===== src/rtl/arb_pkg.sv =====
// Shared definitions for the arbitrating multiplexer slice: arbitration
// mode encodings and the derived index-width helper.
package arb_pkg;

    // Arbitration policy selected by the MODE parameter of the top.
    typedef enum int unsigned {
        ARB_FIXED = 0,
        ARB_RR    = 1
    } arb_mode_e;

    // Width needed to number n channels; never narrower than one bit.
    function automatic int unsigned idx_width(input int unsigned n);
        return (n < 2) ? 1 : $clog2(n);
    endfunction

endpackage


===== src/rtl/priority_find_first.sv =====
// Lowest-index-first search over a request vector: reports whether any
// bit is set and the index of the lowest set bit.
module priority_find_first
    import arb_pkg::*;
#(
    parameter int unsigned INPUTS = 4,
    parameter int unsigned IDXW   = idx_width(INPUTS)
) (
    input  logic [INPUTS-1:0] req,
    output logic              found,
    output logic [IDXW-1:0]   idx
);

    // Scan from the top down so lower indices overwrite higher ones.
    always_comb begin
        found = |req;
        idx   = '0;
        for (int unsigned i = INPUTS; i > 0; i--) begin
            if (req[i-1]) begin
                idx = IDXW'(i - 1);
            end
        end
    end

endmodule


===== src/rtl/priority_arbiter_mux.sv =====
// Registered, handshaked N:1 arbitrating multiplexer. Picks one valid
// stream by fixed priority or round-robin, holds the grant for the whole
// packet, and presents the winning beat through a one-deep output stage.
module priority_arbiter_mux
    import arb_pkg::*;
#(
    parameter int unsigned INPUTS = 4,
    parameter int unsigned WIDTH  = 32,
    parameter int unsigned MODE   = ARB_FIXED,
    parameter int unsigned IDXW   = idx_width(INPUTS)
) (
    input  logic                         clk,
    input  logic                         rst_n,
    input  logic [INPUTS-1:0]            in_valid,
    input  logic [INPUTS-1:0]            in_last,
    input  logic [INPUTS-1:0][WIDTH-1:0] in_data,
    output logic [INPUTS-1:0]            in_ready,
    output logic                         out_valid,
    output logic [WIDTH-1:0]             out_data,
    output logic                         out_last,
    output logic [IDXW-1:0]              out_idx,
    input  logic                         out_ready
);

    logic             load;
    logic             transfer;
    logic             grant_valid;
    logic [IDXW-1:0]  grant;
    logic             free_found;
    logic [IDXW-1:0]  free_idx;
    logic             lock;
    logic [IDXW-1:0]  lock_idx;
    logic [IDXW-1:0]  rr_ptr;
    logic [IDXW-1:0]  rr_next;
    logic [WIDTH-1:0] sel_data;
    logic             sel_last;

    // Candidate winner when no packet is in progress.
    if (MODE == ARB_RR) begin : g_rr
        logic [INPUTS-1:0] rr_mask;
        logic [INPUTS-1:0] masked_req;
        logic              m_found;
        logic              u_found;
        logic [IDXW-1:0]   m_idx;
        logic [IDXW-1:0]   u_idx;

        // Channels at or above the pointer get first chance; the unmasked
        // search covers the wrap back to channel 0.
        always_comb begin
            rr_mask    = {INPUTS{1'b1}} << rr_ptr;
            masked_req = in_valid & rr_mask;
        end

        priority_find_first #(
            .INPUTS (INPUTS),
            .IDXW   (IDXW)
        ) u_find_masked (
            .req    (masked_req),
            .found  (m_found),
            .idx    (m_idx)
        );

        priority_find_first #(
            .INPUTS (INPUTS),
            .IDXW   (IDXW)
        ) u_find_all (
            .req    (in_valid),
            .found  (u_found),
            .idx    (u_idx)
        );

        // Prefer the masked winner; fall back to the wrapped search.
        always_comb begin
            free_found = u_found;
            free_idx   = m_found ? m_idx : u_idx;
        end
    end else begin : g_fixed
        priority_find_first #(
            .INPUTS (INPUTS),
            .IDXW   (IDXW)
        ) u_find (
            .req    (in_valid),
            .found  (free_found),
            .idx    (free_idx)
        );
    end

    // A locked packet owns the port even while its channel idles, which
    // produces a bubble rather than letting another channel in.
    always_comb begin
        grant       = free_idx;
        grant_valid = free_found;
        if (lock) begin
            grant       = lock_idx;
            grant_valid = 1'b0;
            for (int unsigned k = 0; k < INPUTS; k++) begin
                if (lock_idx == IDXW'(k)) begin
                    grant_valid = in_valid[k];
                end
            end
        end
    end

    // Stage enable, per-channel accept and the granted beat's payload.
    always_comb begin
        load     = !out_valid || out_ready;
        transfer = load && grant_valid;
        in_ready = '0;
        sel_data = '0;
        sel_last = 1'b0;
        for (int unsigned k = 0; k < INPUTS; k++) begin
            if (grant == IDXW'(k)) begin
                in_ready[k] = transfer;
                sel_data    = in_data[k];
                sel_last    = in_last[k];
            end
        end
        rr_next = (grant == IDXW'(INPUTS - 1)) ? '0 : grant + IDXW'(1);
    end

    // Output register stage: load on transfer, hold under backpressure.
    always_ff @(posedge clk or negedge rst_n) begin
        if (!rst_n) begin
            out_valid <= 1'b0;
            out_data  <= '0;
            out_last  <= 1'b0;
            out_idx   <= '0;
        end else begin
            out_valid <= transfer || (out_valid && !out_ready);
            if (transfer) begin
                out_data <= sel_data;
                out_last <= sel_last;
                out_idx  <= grant;
            end
        end
    end

    // Packet lock and round-robin pointer, both advanced only on transfer.
    always_ff @(posedge clk or negedge rst_n) begin
        if (!rst_n) begin
            lock     <= 1'b0;
            lock_idx <= '0;
            rr_ptr   <= '0;
        end else if (transfer) begin
            if (sel_last) begin
                lock   <= 1'b0;
                rr_ptr <= rr_next;
            end else begin
                lock     <= 1'b1;
                lock_idx <= grant;
            end
        end
    end

endmodule

===== config.mk =====
export PLATFORM = sky130hd
export DESIGN_NAME = priority_arbiter_mux
export DESIGN_NICKNAME = d
export VERILOG_FILES = /design/src/rtl/arb_pkg.sv /design/src/rtl/priority_find_first.sv /design/src/rtl/priority_arbiter_mux.sv
export SDC_FILE = /design/constraint.sdc
export NUM_CORES = 1
export LEC_CHECK = 0
export CAP_MARGIN = 20
export CORE_ASPECT_RATIO = 0.6
export CORE_MARGIN = 4
export CORE_UTILIZATION = 38
export DETAILED_ROUTE_END_ITERATION = 10
export HOLD_SLACK_MARGIN = 0.15
export PLACE_DENSITY = 0.9
export REMOVE_ABC_BUFFERS = 1
export SLEW_MARGIN = 20
export SYNTH_ARGS = -nofsm -noshare
export SYNTH_HDL_FRONTEND = slang
export SYNTH_SLANG_ARGS = --single-unit

===== constraint.sdc =====
create_clock -name clk -period 3.05 [get_ports clk]
set_input_delay 0.4575 -clock clk [delete_from_list [all_inputs] [get_ports clk]]
set_output_delay 0.4575 -clock clk [all_outputs]
set_load 0.01 [all_outputs]

==> results.json <==
{
  "status": "finished, final reports clean",
  "cpMaxStageDelayCell": "clkdlybuf4s50_1",
  "drt-vias-per-instance": 5.20,
  "hold_violations": 0,
  "gr-max-usage-layer": "met2",
  "gp_congestion": 0.851,
  "grt_use_met3_pct": 5.74,
  "post-synth-top-area-cell": "dfrtp_1",
  "cts_tree": "built",
  "fp.dieW_um": 114,
  "overflow": 0,
  "worstSetupStartpointType": "input port",
  "die_h_um": 71.5,
  "clockRootBuffer": "clkbuf_8",
  "end_kind": "primary output",
  "critPathMostFrequentCell": "clkdlybuf4s50_1",
  "clk_path_buf_depth": 2,
  "timing.fmax_mhz": 338,
  "die-area_um2": 8150,
  "postCtsHoldBufs": 0,
  "postCtsSetupBuffers": 0,
  "cp.arrival_ps": 2500,
  "postSynth.asyncResetShare_pct": 100,
  "max-slew-margin-rel_pct": 43.3,
  "worstSetupPathType": "in2out",
  "crit_chain": "clkdlybuf4s50_1 > nor2_1 > and3b_1 > a211o_4 > nor3b_4 > clkdlybuf4s50_1",
  "synth.area.top_cells": "dfrtp_1 38%, nand2_1 20%, a32o_1 13%",
  "io_buffers": 178,
  "wl_um": 8970,
  "synth_edf_count": 0,
  "r2r_slack_ps": 590,
  "utilization_pct": 71.5,
  "postSynthCellCount": 334,
  "yosysWarnings": 0,
  "h-tree-depth": 2,
  "ant_nets": 0,
  "drc_errors": 0,
  "synthesis.area_um2": 2560,
  "slowest_delay_ps": 580,
  "syn_to_final_growth_pct": 76.3,
  "grtUsageMet1_pct": 27.4,
  "grt_pass1_wl_um": 14200,
  "synth_most_common_cell": "nand2_1",
  "setup_viol": 0,
  "grt_max_degree": 62,
  "seq_area_frac_synth_pct": 38.2,
  "ys_types": 31,
  "power.density_nw_per_um2": 778,
  "clk_pin_slew_ps": 80,
  "clock-sinks": 39,
  "grt_use_met2_pct": 36.3,
  "num_vias": 3044,
  "drive_above_1_share_pct": 5.79,
  "grt.total_usage_pct": 21.2,
  "place.detailed.hpwl_um": 7150,
  "yosys_most_used_dff": "dfrtp_1",
  "ir_worst_vdd_mv": 0.418,
  "reg2reg_depth": 6,
  "synth_area_per_cell_um2": 7.66,
  "io_pins": 179,
  "placed_cell_area_um2": 4390,
  "nets": 639,
  "cp_max_fo": 12,
  "rows": 22,
  "required_ps": 2590,
  "grt_pass1_vias": 2875,
  "synth_top_area_share_pct": 38.2,
  "tightest_slew_ps": 850,
  "cap_violations": 0,
  "ys_seq_elements": 39,
  "cts_buffers": 5,
  "synth_commonest_cells": "135 x nand2_1, 39 x dfrtp_1, 33 x o21ai_1",
  "wire_per_inst_um": 15.3,
  "fin_area_um2": 4510,
  "power.total_uw": 3510,
  "core-area_um2": 6300,
  "post_cts_resized": 1,
  "initial_utilization_pct": 40.6,
  "drt_pass1_iterations": 5,
  "antenna_cells": 0,
  "fin_crit_ps": 2960,
  "initialDrtViolationCount": 225,
  "antenna_found_initial": 0,
  "worstHoldPathType": "in2async",
  "slew_viol_final": 0,
  "p_leak_uw": 0.00179,
  "fin_worst_skew_ps": 4.60,
  "n_fill_cell": 499,
  "post-route-period-util_pct": 97.1,
  "clk_latency_ps": 280,
  "grt_setup_unrepaired": "false"
}
[metrics by stage]
stage	hold slack, ps	worst slack [ps]	setup TNS [ps]	std cells
after global placement	467	-61.0	-61.0	577
after detailed placement	475	-77.9	-77.9	577
after floorplan	162	-14.1	-14.1	303
final	271	87.8	0	585
after CTS	306	35.2	0	585
after global routing	357	3.85	0	585
[cells by family after synthesis]
logic type | share of synthesized area, %
and+or+nand+nor | 22.7
AOI/OAI and AO/OA | 30.6
buffers and inverters | 6.02
DFF | 38.2
muxes | 2.54
[report_power, final]
part / total, µW / internal [µW] / switching (µW)
Sequential: 940 / 779 / 161
Combinational: 2190 / 1140 / 1050
Clock: 377 / 206 / 171
Total: 3510 / 2120 / 1380
[routing by layer]
layer  routed length (µm)  part of all wire (%)  vias to the layer above
met4                   71                  0.79                        0
met5                    0                     0                        -
met2                 4220                    47                      138
li1                     -                     -                     1501
met1                 3870                    43                     1395
met3                  801                   8.9                       10
[final timing paths]
| kind | startpoint | end |
|---|---|---|
| hold reg to reg | out_data[0] | out_data[0] |
| hold / removal | rst_n | out_data[1] |
| setup reg to reg | lock | out_last |
| min in group clk | out_data[0] | out_data[0] |
| max in group asynchronous | rst_n | out_data[14] |
| setup / recovery | in_valid[1] | in_ready[1] |
[critical path, delay by kind of cell]
kind            cells  cell delay (ps)
simple gates        3              570
buf+inv             2             1080
compound gates      1              390
[registers in the layout, summed over array words and instances (netlist names)]
register   cells
out_data      32
lock_idx       2
out_idx        2
lock           1
out_last       1
out_valid      1
[cell type report]
class | count | area, µm² | share of cell area (%)
multi-input combinational | 262 | 1450 | 32.1
timing repair buffer | 190 | 1870 | 41.4
sequential | 39 | 976 | 21.6
clock buffer | 7 | 96.3 | 2.14
tap | 84 | 105 | 2.33
clock inverter | 1 | 7.51 | 0.167
inverter | 2 | 7.51 | 0.167
[cells in the final DEF (no fill, tap or decap), drive strengths merged, types with 2 or more instances in the layout]
cell	count
nor2b	2
nor3b	2
mux2i	2
o2bb2ai	2
inv	2
a32o	32
nand2	135
clkdlybuf4s50	177
buf	13
o21ai	35
nor3	2
clkbuf	7
mux2	4
a21oi	32
nor2	2
dfrtp	39
No activity file was read; power rests on OpenSTA's default activity.
